<file path="config.mk">
export PLATFORM = sky130hd
export DESIGN_NAME = regm_file
export DESIGN_NICKNAME = d
export VERILOG_FILES = /design/src/rtl/regm_file.sv
export SDC_FILE = /design/constraint.sdc
export NUM_CORES = 1
export LEC_CHECK = 0
export CORE_MARGIN = 5
export CORE_UTILIZATION = 50
export CTS_CLUSTER_SIZE = 28
export DETAILED_ROUTE_END_ITERATION = 8
export PLACE_DENSITY = 0.76
export SKIP_LAST_GASP = 1
export SLEW_MARGIN = 20
export SYNTH_ARGS = -nofsm -noshare
export SYNTH_HDL_FRONTEND = slang
export SYNTH_SLANG_ARGS = --single-unit
</file>
<file path="constraint.sdc">
create_clock -name clk -period 1.79 [get_ports clk]
set_input_delay 0.358 -clock clk [delete_from_list [all_inputs] [get_ports clk]]
set_output_delay 0.358 -clock clk [all_outputs]
set_load 0.05 [all_outputs]
</file>
<file path="src/rtl/regm_file.sv">
// regm_file: register file for the simple processor datapath.
//   One synchronous write port, two registered read ports (A/B) and a
//   per-register pending scoreboard used by issue logic to stall on in-flight
//   writes.
//   A read in the same cycle as a write to the same register returns the new
//   data (write-first bypass).
// Parameters:
//   WIDTH    data bits per register
//   AW       address bits, DEPTH = 2**AW
//   ZERO_REG 1: register 0 reads as zero, is never written and never pending
// Ports:
//   clk, rst_n                      clock / async active-low reset
//   wr_en, wr_addr, wr_data         write port (writeback)
//   rd_en_x, rd_addr_x              read request, x = a|b (decode)
//   rd_data_x, rd_busy_x            registered read data / pending bit
//   pend_set, pend_addr             mark a register pending (issue)
//   pend_any                        OR of all pending bits
module regm_file #(
    parameter int WIDTH    = 16,
    parameter int AW       = 3,
    parameter int ZERO_REG = 0
) (
    input  logic             clk,
    input  logic             rst_n,
    input  logic             wr_en,
    input  logic [AW-1:0]    wr_addr,
    input  logic [WIDTH-1:0] wr_data,
    input  logic             rd_en_a,
    input  logic [AW-1:0]    rd_addr_a,
    output logic [WIDTH-1:0] rd_data_a,
    output logic             rd_busy_a,
    input  logic             rd_en_b,
    input  logic [AW-1:0]    rd_addr_b,
    output logic [WIDTH-1:0] rd_data_b,
    output logic             rd_busy_b,
    input  logic             pend_set,
    input  logic [AW-1:0]    pend_addr,
    output logic             pend_any
);
    localparam int DEPTH = 1 << AW;
    localparam int NPORT = 2;

    logic [DEPTH-1:0][WIDTH-1:0] r_mem;
    logic [DEPTH-1:0]            r_pend;
    logic [DEPTH-1:0]            w_pend_nxt;
    logic                        w_wr_ok;
    logic                        w_ps_ok;

    // Read ports folded into packed arrays so both share one generate body.
    logic [NPORT-1:0]            w_rd_en;
    logic [NPORT-1:0][AW-1:0]    w_rd_addr;
    logic [NPORT-1:0][WIDTH-1:0] r_rd_data;
    logic [NPORT-1:0]            r_rd_busy;

    assign w_rd_en   = {rd_en_b, rd_en_a};
    assign w_rd_addr = {rd_addr_b, rd_addr_a};
    assign rd_data_a = r_rd_data[0];
    assign rd_data_b = r_rd_data[1];
    assign rd_busy_a = r_rd_busy[0];
    assign rd_busy_b = r_rd_busy[1];

    // Accesses to a hardwired zero register are filtered here, so neither the
    // storage, the scoreboard nor the bypass path ever sees them.
    assign w_wr_ok = wr_en    && !((ZERO_REG != 0) && (wr_addr   == '0));
    assign w_ps_ok = pend_set && !((ZERO_REG != 0) && (pend_addr == '0));

    // Set is applied after clear so a same-cycle issue to the register being
    // written back leaves it pending.
    always_comb begin
        w_pend_nxt = r_pend;
        if (w_wr_ok) w_pend_nxt[wr_addr]   = 1'b0;
        if (w_ps_ok) w_pend_nxt[pend_addr] = 1'b1;
    end

    assign pend_any = |r_pend;

    always_ff @(posedge clk or negedge rst_n) begin
        if (!rst_n) begin
            r_mem  <= '0;
            r_pend <= '0;
        end else begin
            if (w_wr_ok) r_mem[wr_addr] <= wr_data;
            r_pend <= w_pend_nxt;
        end
    end

    for (genvar p = 0; p < NPORT; p++) begin : g_rd
        logic             w_zero;
        logic             w_byp;
        logic [WIDTH-1:0] w_val;

        assign w_zero = (ZERO_REG != 0) && (w_rd_addr[p] == '0);
        assign w_byp  = w_wr_ok && (wr_addr == w_rd_addr[p]);
        assign w_val  = w_zero ? '0 : (w_byp ? wr_data : r_mem[w_rd_addr[p]]);

        // Busy reflects the scoreboard as it will be after this edge.
        always_ff @(posedge clk or negedge rst_n) begin
            if (!rst_n) begin
                r_rd_data[p] <= '0;
                r_rd_busy[p] <= 1'b0;
            end else if (w_rd_en[p]) begin
                r_rd_data[p] <= w_val;
                r_rd_busy[p] <= w_pend_nxt[w_rd_addr[p]];
            end
        end
    end

endmodule

</file>
==> flow_metrics.tcl <==
set metrics [dict create \
    status "finished clean" \
    maxSlewViolCount 0 \
    ys_seq_area_share_pct 47.94 \
    timing.final.hold_violations 0 \
    std_cell_rows 48 \
    antenna_left 0 \
    start_util_pct 51.12 \
    ys_seq_elements 170 \
    met3_length_um 1816 \
    nNetsFinal 856 \
    crit_path_start_kind "input pin" \
    utilization_pct 62.29 \
    fin_ws_ns 0.01926 \
    route.top_layer_used "met5" \
    place_area_um2 10170 \
    drive_above_1_share_pct 36.77 \
    clock_skew_ns 0.006048 \
    crit_type "in2reg" \
    routedWlPerCell_um 22.60 \
    syn_to_final_growth_pct 21.84 \
    clk_latency_ns 0.44 \
    slew_headroom_pct 72.54 \
    drc 0 \
    regToRegStartpoint "r_mem[101]$_DFFE_PN0P_" \
    netlist_instances 735 \
    vias_per_cell 6.175 \
    fp.dieH_um 143.2 \
    overflow 0 \
    reg2reg_slack_ns 0.29 \
    cts.sinks 170 \
    die_w_um 143.2 \
    postRouteWirelength_um 23950 \
    synthDistinctLibCells 36 \
    worstPathMaxFanout 5 \
    final_design_area_no_fill_um2 10810 \
    cp.required_ns 2.14 \
    arrival_ns 2.12 \
    worst-r2r-cell-count 5 \
    dieArea_um2 20510 \
    stdcell_count 1060 \
    root_buffer "clkbuf_16" \
    synth.avg_cell_area_um2 12.07 \
    grt_pass1_wl_um 38360 \
    drtIter0Drc 518 \
    wl_met1_um 9244 \
    cts_tree "done" \
    detailed_place_hpwl_um 15330 \
    worstMarginPinSlew_ns 0.4107 \
    syn_nets 769 \
    worst_setup_path_end_kind "register" \
    antenna_found_initial 1 \
    fin_crit_ns 1.771 \
    grt_max_degree 61 \
    r2r-end "rd_data_b[5]$_DFFE_PN0P_" \
    netlist_area_um2 8874 \
    cap_viol_max_count 0 \
    io_pins 69 \
    vias 6546 \
    fin_crit_sh_pct 98.92 \
    drtPass1Iterations 5 \
    numCtsBuffers 17 \
    antenna_cells 0 \
    grt_use_total_pct 24.51 \
    grt_pass1_vias 7015 \
    peakVddDrop_mv 0.7879 \
    core_um2 17360 \
    clock_path_buffers 2 \
    p_leak_uw 0.004848 \
    fmax_mhz 564.7 \
    power_density_nw_per_um2 1150 \
    h-tree-depth 4 \
    rsz0062_at_grt "yes" \
    dr_wl_met2_um 11930 \
    port_buffers 68 \
    min_path_type "in2async" \
    gp_congestion 0.8393 \
    cts.clk_slew.worst_paths_ns 0.06 \
    yosys_warnings 0 \
    dp_cells 1025 \
    setup_viol_count_final 0 \
    dpl_worst_slack_ns -0.4621 \
    crit_start "pend_addr[0]" \
]
## cell usage in the layout (no fill, tap or decap), drive strengths merged, types with 3 or more instances in the layout
cell type / instances
mux2i: 19
mux2: 97
xnor2: 6
nand4b: 3
nand4: 4
nand3: 18
buf: 106
mux4: 65
nand2b: 5
o21ai: 33
clkbuf: 21
o211ai: 32
clkinv: 7
nand2: 148
dfrtp: 170
o32ai: 4
clkdlybuf4s50: 27
inv: 39
## cell type report
class / instances / area, um^2
clock buffers: 21 / 470.5
clock inverters: 11 / 117.6
fillers: 1305 / 6545
inverters: 39 / 146.4
multi-input cells: 457 / 4197
flip-flops and latches: 170 / 4254
well taps: 225 / 281.5
repair buffers: 137 / 1345
## routing by layer
metal,vias up,GRT usage (%)
li1,2806,-
met1,3354,30.98
met4,2,10.85
met2,305,40.65
met3,79,5.593
met5,-,0
## Yosys cell counts
library cell,number,area (um^2)
dfrtp_1,170,4254
nand2_1,148,555.5
mux2_2,97,1092
mux4_2,65,1464
clkbuf_1,43,161.4
inv_1,38,142.6
o21ai_0,33,165.2
o211ai_1,32,240.2
buf_2,19,95.09
mux2i_1,19,190.2
nand3_1,18,90.09
xnor2_1,6,52.55
nand2b_1,5,31.28
buf_1,4,15.01
nand4_1,4,25.02
buf_4,3,22.52
nand4b_1,3,26.28
o32ai_1,3,26.28
a211oi_1,2,15.01
a21o_1,2,15.01
and4b_1,2,20.02
and4bb_2,2,25.02
nor4_1,2,12.51
o22a_1,2,17.52
o2bb2ai_1,2,17.52
a41oi_1,1,8.760
and4_1,1,8.760
clkinv_1,1,3.750
nand3b_1,1,7.510
nand4bb_1,1,11.26
nor2_1,1,3.750
nor3_1,1,5.000
nor4b_4,1,23.77
o32ai_2,1,16.27
or2_2,1,6.260
or3_1,1,6.260
## report_power, final
| part | internal [uW] | switching, uW |
|---|---|---|
| clock | 2160 | 1540 |
| combinational | 1690 | 1760 |
| sequential | 4670 | 610 |
| total | 8520 | 3910 |
## what timing repair did
item | 4_1_cts | 5_1_grt
gates resized for setup | 2 | 6
endpoints found under the hold margin | 14 | 0
cloned | 0 | 0
buffers inserted | 0 | 2
setup endpoints to repair | 2 | 14
pin swaps | 0 | 2
hold buffers | 1 | 0
## through the flow
step / total power (uW) / setup TNS [ns] / hold WS, ns
6_report: 12430 / 0 / 0.3180
5_1_grt: 12990 / -0.09497 / 0.3322
4_1_cts: 12450 / 0 / 0.3150
3_5_place_dp: 8729 / -45.23 / 0.2058
3_3_place_gp: 8514 / -40.86 / 0.2056
2_1_floorplan: 7587 / -0.02634 / 0.06241
## registers in the layout, summed over array words and instances, names as in the netlist
register / cells
rd_busy_a: 1
r_mem: 128
rd_data_b: 16
r_pend: 8
rd_busy_b: 1
rd_data_a: 16
## worst max-delay path, cell delays in order
cell             delay [ns]
clkdlybuf4s50_1        0.55
inv_1                  0.09
o32ai_1                0.42
mux2i_1                0.17
or3_1                  0.33
a41oi_1                0.20
## cell families after synthesis
| logic type | count (synthesis) | synth area share, % |
|---|---|---|
| flip-flops | 170 | 47.94 |
| multiplexers | 181 | 30.95 |
| XOR/XNOR | 6 | 0.5922 |
| AND/OR/NAND/NOR | 192 | 9.673 |
| buffers and inverters | 108 | 4.963 |
| AO/OA/AOI/OAI | 78 | 5.880 |
## how the worst max path moves through the flow
stage / to / slack [ns] / cells past startpoint
after detailed placement: rd_busy_a$_DFFE_PN0P_ / -0.46 / 6
after floorplan: rd_busy_b$_DFFE_PN0P_ / -0.03 / 6
after CTS: pend_any / 0.01 / 3
after global routing: rd_busy_a$_DFFE_PN0P_ / -0.07 / 6
final: rd_busy_a$_DFFE_PN0P_ / 0.02 / 6
after global placement: rd_busy_a$_DFFE_PN0P_ / -0.43 / 6
No activity file was read; power rests on OpenSTA's default activity.
